$ cat src/rtl/dispatch_packer.sv
// Dispatch packer: 8-entry FIFO that gathers renamed uops into groups of four.
// Define DISPATCH_PACK_PARTIAL_EN to also flush partial groups after TIMEOUT idle cycles.
module dispatch_packer #(
   parameter int WIDTH_REG = 6,
   parameter int WIDTH_TAG = 5,
   parameter int WIDTH_BRM = 4,
   parameter int TIMEOUT   = 4,
   localparam int WIDTH = 7 + WIDTH_BRM + WIDTH_TAG + 3*WIDTH_REG + 3
) (
   input  logic                   i_clk,
   input  logic                   i_rst,
   input  logic [WIDTH-1:0]       i_inst1,
   input  logic [WIDTH-1:0]       i_inst2,
   input  logic                   i_valid1,
   input  logic                   i_valid2,
   output logic                   o_ready,
   input  logic [4*WIDTH_REG-1:0] i_wdest4x,
   input  logic [WIDTH_BRM-1:0]   i_BrKill,
   input  logic                   i_stall,
   output logic [WIDTH-1:0]       o_inst1,
   output logic [WIDTH-1:0]       o_inst2,
   output logic [WIDTH-1:0]       o_inst3,
   output logic [WIDTH-1:0]       o_inst4,
   output logic                   o_en
);

   localparam int PR1_LSB = 3;
   localparam int PR2_LSB = 3 + WIDTH_REG;
   localparam int BRM_LSB = 3 + 3*WIDTH_REG + WIDTH_TAG;

   typedef logic [WIDTH-1:0] inst_t;

   inst_t      mem_q [8];
   inst_t      mem_d [8];
   inst_t      cur   [8];
   inst_t      out_q [4];
   inst_t      out_d [4];
   inst_t      in1, in2;
   logic [2:0] head_q, head_d;
   logic [2:0] tail_q, tail_d;
   logic [3:0] count_q, count_d;
   logic       en_q, en_d;
   logic       ready, push1, push2, pop4;
   logic [1:0] npush;
   logic [2:0] popn;
   logic [2:0] idx;

   // Operand wakeup and branch kill applied to one entry.
   function automatic inst_t upd(input inst_t e,
                                 input logic [4*WIDTH_REG-1:0] wd,
                                 input logic [WIDTH_BRM-1:0] kill);
      inst_t r;
      r = e;
      for (int k = 0; k < 4; k++) begin
         if (e[PR1_LSB +: WIDTH_REG] == wd[k*WIDTH_REG +: WIDTH_REG])
            r[0] = 1'b1;
         if (e[PR2_LSB +: WIDTH_REG] == wd[k*WIDTH_REG +: WIDTH_REG])
            r[1] = 1'b1;
      end
      if ((e[BRM_LSB +: WIDTH_BRM] & kill) != '0)
         r[2] = 1'b0;
      return r;
   endfunction

`ifdef DISPATCH_PACK_PARTIAL_EN
   localparam int IW = $clog2(TIMEOUT + 1);
   logic [IW-1:0] idle_q, idle_d;
   logic          flush;

   assign flush = (idle_q == IW'(TIMEOUT)) && (count_q >= 4'd1) &&
                  (count_q <= 4'd3) && !i_stall;

   always_comb begin
      idle_d = idle_q;
      if ((npush != 2'd0) || (popn != 3'd0))
         idle_d = '0;
      else if ((count_q >= 4'd1) && (count_q <= 4'd3) && !i_stall &&
               (idle_q != IW'(TIMEOUT)))
         idle_d = idle_q + 1'b1;
   end

   always_ff @(posedge i_clk) begin
      if (i_rst)
         idle_q <= '0;
      else
         idle_q <= idle_d;
   end
`else
   logic unused_timeout;
   assign unused_timeout = ^TIMEOUT;
`endif

   always_comb begin
      ready = (count_q <= 4'd6);
      push1 = ready & i_valid1;
      push2 = ready & i_valid2;
      npush = {1'b0, push1} + {1'b0, push2};
      pop4  = (count_q >= 4'd4) && !i_stall;
      popn  = pop4 ? 3'd4 : 3'd0;
`ifdef DISPATCH_PACK_PARTIAL_EN
      if (!pop4 && flush)
         popn = count_q[2:0];
`endif
      in1 = upd(i_inst1, i_wdest4x, i_BrKill);
      in2 = upd(i_inst2, i_wdest4x, i_BrKill);
      for (int i = 0; i < 8; i++) begin
         cur[i]   = upd(mem_q[i], i_wdest4x, i_BrKill);
         mem_d[i] = cur[i];
      end
      if (push1)
         mem_d[tail_q] = in1;
      if (push2)
         mem_d[tail_q + {2'b00, push1}] = in2;
      tail_d  = tail_q + {1'b0, npush};
      head_d  = head_q + popn;
      count_d = count_q + {2'b00, npush} - {1'b0, popn};
      en_d    = (popn != 3'd0);
      idx     = head_q;
      for (int k = 0; k < 4; k++) begin
         out_d[k] = out_q[k];
         if (en_d) begin
            idx      = head_q + 3'(k);
            out_d[k] = (3'(k) < popn) ? cur[idx] : '0;
         end
      end
   end

   // Payload needs no reset: count=0 marks every slot empty.
   always_ff @(posedge i_clk) begin
      for (int i = 0; i < 8; i++)
         mem_q[i] <= mem_d[i];
   end

   always_ff @(posedge i_clk) begin
      if (i_rst) begin
         head_q  <= '0;
         tail_q  <= '0;
         count_q <= '0;
         en_q    <= 1'b0;
         for (int k = 0; k < 4; k++)
            out_q[k] <= '0;
      end else begin
         head_q  <= head_d;
         tail_q  <= tail_d;
         count_q <= count_d;
         en_q    <= en_d;
         for (int k = 0; k < 4; k++)
            out_q[k] <= out_d[k];
      end
   end

   assign o_ready = ready;
   assign o_en    = en_q;
   assign o_inst1 = out_q[0];
   assign o_inst2 = out_q[1];
   assign o_inst3 = out_q[2];
   assign o_inst4 = out_q[3];

endmodule

$ cat config.mk
export PLATFORM = sky130hd
export DESIGN_NAME = dispatch_packer
export DESIGN_NICKNAME = d
export VERILOG_FILES = /design/src/rtl/dispatch_packer.sv
export SDC_FILE = /design/constraint.sdc
export NUM_CORES = 1
export LEC_CHECK = 0
export BUFFER_PORTS_ARGS = -buffer_cell sky130_fd_sc_hd__clkbuf_2
export CAP_MARGIN = 25
export CORE_MARGIN = 3
export CORE_UTILIZATION = 40
export DETAILED_ROUTE_END_ITERATION = 12
export HOLD_SLACK_MARGIN = 0.08
export MAX_ROUTING_LAYER = met4
export PLACE_DENSITY = 0.58
export SLEW_MARGIN = 15
export SYNTH_ARGS = -nofsm -noshare
export SYNTH_HDL_FRONTEND = slang
export SYNTH_SLANG_ARGS = --single-unit
export TNS_END_PERCENT = 30
$ cat constraint.sdc
create_clock -name i_clk -period 5.8 [get_ports i_clk]
set_input_delay 0.58 -clock i_clk [delete_from_list [all_inputs] [get_ports i_clk]]
set_output_delay 0.58 -clock i_clk [all_outputs]
set_load 0.005 [all_outputs]
==> metrics <==
syn_nets 3,066; CP max-delay cell nor2_4; Yosys cell types 45; Synth top area share 35.4%; CTS tree yes; Cells after Synth 2,949; status finished, final reports clean; slew of the pin with the lowest slew margin 1.17 ns; fin nets 3,042; crit path DAT 4.02 ns; CTS Root Cell clkbuf_16; initial core utilization 40.6%; r2r endpoint mem_q[0][90]; top layer in use met4; total iterations of the first detailed-routing run 6; Die Wd 259 um; placed cell area 26,600 um^2; Finished Cell Area 28,400 um^2; hold worst-path end mem_q[0][25]; first-pass GRT wire length 130 mm; CP max stage delay 0.74 ns; slack of the worst reg-to-reg path 2.26 ns; RD Place Congestion 0.855; endpoints failing setup 0; Synth Register Bits 453; WP data required 6.28 ns; reg-to-reg startpoint count_q[2]; # DRC 0; share of cells above drive strength 1 13.5%; Clock H-tree levels 2; met2 wire length 40.0 mm; Max-Slew Margin vs Limit 21.8%; Power Total 14.0 mW; Post CTS Setup Buffer Count 0; fin worst setup slack 2.26 ns; Initial DRC Count 1,810; crit path time final 3.54 ns; ranking of synthesized cells by area dfxtp_1 (35%), mux2i_1 (17%), xor2_1 (11%), xnor2_1 (5.5%), o21ai_0 (5.3%); most frequent cell on the critical path ha_1; Max-Cap Viols 0; Num CTS Buffers 53; PostCTS Resize Cnt 0; antenna violations before repair 0; Ys Warns 0; critical hold path startpoint i_inst2[25]; Pwr Density 491 nW/um^2; Worst Setup Path Type reg -> reg; synthesized cell area 25,600 um^2; core outline area 63,200 um^2; RSZ-0062 raised after global routing false; Post-synth top cells dfxtp_1 (453), mux2i_1 (440), xor2_1 (326); GRT Util Overall 25.8%; Period Utilization, post-route 61.1%; IO Port Bufs 256; Antenna Nets Post-Route 0; Final Hold Fails 0; crit-path max FO 41; Clock transition at path regs 0.06 ns; pin count of the biggest net entering global routing 194; worst-path cell chain a31oi_4 > and2_1 > ha_1 > ha_1 > xnor2_1 > nand2_1 > nor2_4 > buf_4 > o21ai_0; clock net sink count 453; top-count cell post-synth dfxtp_1; CTS Buffer Depth 3; cts hold-fix bufs 0; Fillers 6,022; die area 67,200 um^2; Area Overhead vs Synth 10.9%; Final Non-Filler Cells 3,812; crit path launch type flop; worst vdd ir 260 uV; Crit. End Element flop; pre-CTS setup slack 2.22 ns; vias in the first global route 20,800; Tightest Hold Check Type in -> reg; I/O Pins 257; Post-Route M1 WL 37.7 mm; met3 routed WL 5.54 mm; hold depth 3; Setup Skew 0.0178 ns; hpwl dp 54.1 mm; Die Y 259 um; reg2reg path depth 9; Leak Pwr 12.4 nW; synthesized area per cell 8.69 um^2; Final Core Density 45.0%; post-route setup TNS 0 ns; WL/cell 22.7 um; total wire length 86.4 mm; Seq/Total Area, Yosys 35.4%; Max Slew Vio Count 0; final hold slack 0.285 ns; placed cell count 3,714; via count 21,200; Post-synth EDFFs 0; area leader, netlist dfxtp_1; GRT overflow 0; vias per std cell 5.57; Fmax 0.282 GHz; Worst-Skew Late Latency 0.61 ns; FFs w/ async S/R, synth 0%; main flop type after synthesis dfxtp_1; Rows 92
==> power breakdown <==
group / total (mW) / switching [mW] / leakage [nW] / internal, mW
combinational: 5.01 / 2.80 / 7.80 / 2.21
clock: 3.45 / 1.39 / 0.876 / 2.06
sequential: 5.49 / 1.21 / 3.75 / 4.28
total: 14.0 / 5.40 / 12.4 / 8.55
==> final cells by class <==
type | count | area [um^2] | share of cell area (%)
tap | 846 | 1060 | 3.73
inverter | 8 | 30.0 | 0.106
multi-input combinational | 2111 | 14800 | 52.1
sequential | 453 | 9070 | 31.9
clock inverter | 23 | 310 | 1.09
clock buffer | 72 | 1480 | 5.20
timing repair buffer | 298 | 1650 | 5.81
antenna | 1 | 2.50 | 0.00881
==> placed cells by master, fill, tap and decap left out, types with 16 or more instances in the layout <==
cell type and n:
clkbuf_2 255, a211oi_1 136, xor2_1 326, nor4_1 67
nand4_1 25, a31oi_1 18, o21ai_0 271, a21oi_1 16
nand2_1 303, buf_4 38, dfxtp_1 452, xnor2_1 160
nor2_1 187, nand3_1 74, mux2i_1 440, clkbuf_16 53
==> how the worst max path moves through the flow <==
| stage | depth (start not counted) | slack (ns) | from | endpoint |
|---|---|---|---|---|
| global placement | 9 | 2.37 | i_valid1 | mem_q[0][124] |
| finish | 9 | 2.26 | count_q[2] | mem_q[0][90] |
| floorplan | 8 | 3.33 | i_valid1 | mem_q[1][123] |
| CTS | 9 | 2.27 | count_q[2] | mem_q[0][111] |
| global route | 10 | 1.96 | count_q[2] | mem_q[0][76] |
| detailed placement | 9 | 2.22 | i_valid1 | mem_q[0][111] |
==> layer usage <==
metal  global-route usage, %  up-vias
li1                        -     9998
met1                    33.1    10200
met2                    41.2      830
met3                    3.90      223
met4                    9.48        0
met5                       -        -
==> state kept, by name (all words and copies together) (netlist names) <==
signal   cells
head_q       1
tail_q       3
count_q      4
out_q      148
o_en         1
mem_q      296
==> cell families (layout without fill, tap and decap cells) <==
group,count (synthesis),count (layout),share of synthesized area (%)
xor+xnor,487,487,16.7
simple gates,693,693,11.9
other cells,0,1,0
compound gates,481,481,11.4
flops,453,453,35.4
mux,440,440,17.2
buf+inv,385,401,7.01
fa+ha+maj,10,10,0.517
==> worst max-delay path, delay by kind of cell, from the launching register on <==
family	cells	cell delay (ns)
AND/OR/NAND/NOR	3	1.24
XOR/XNOR	1	0.52
buffers and inverters	1	0.45
flip-flops	1	0.44
adder cells (fa/ha/maj)	2	0.43
AO/OA/AOI/OAI	2	0.31
No activity file was read; power rests on OpenSTA's default activity.
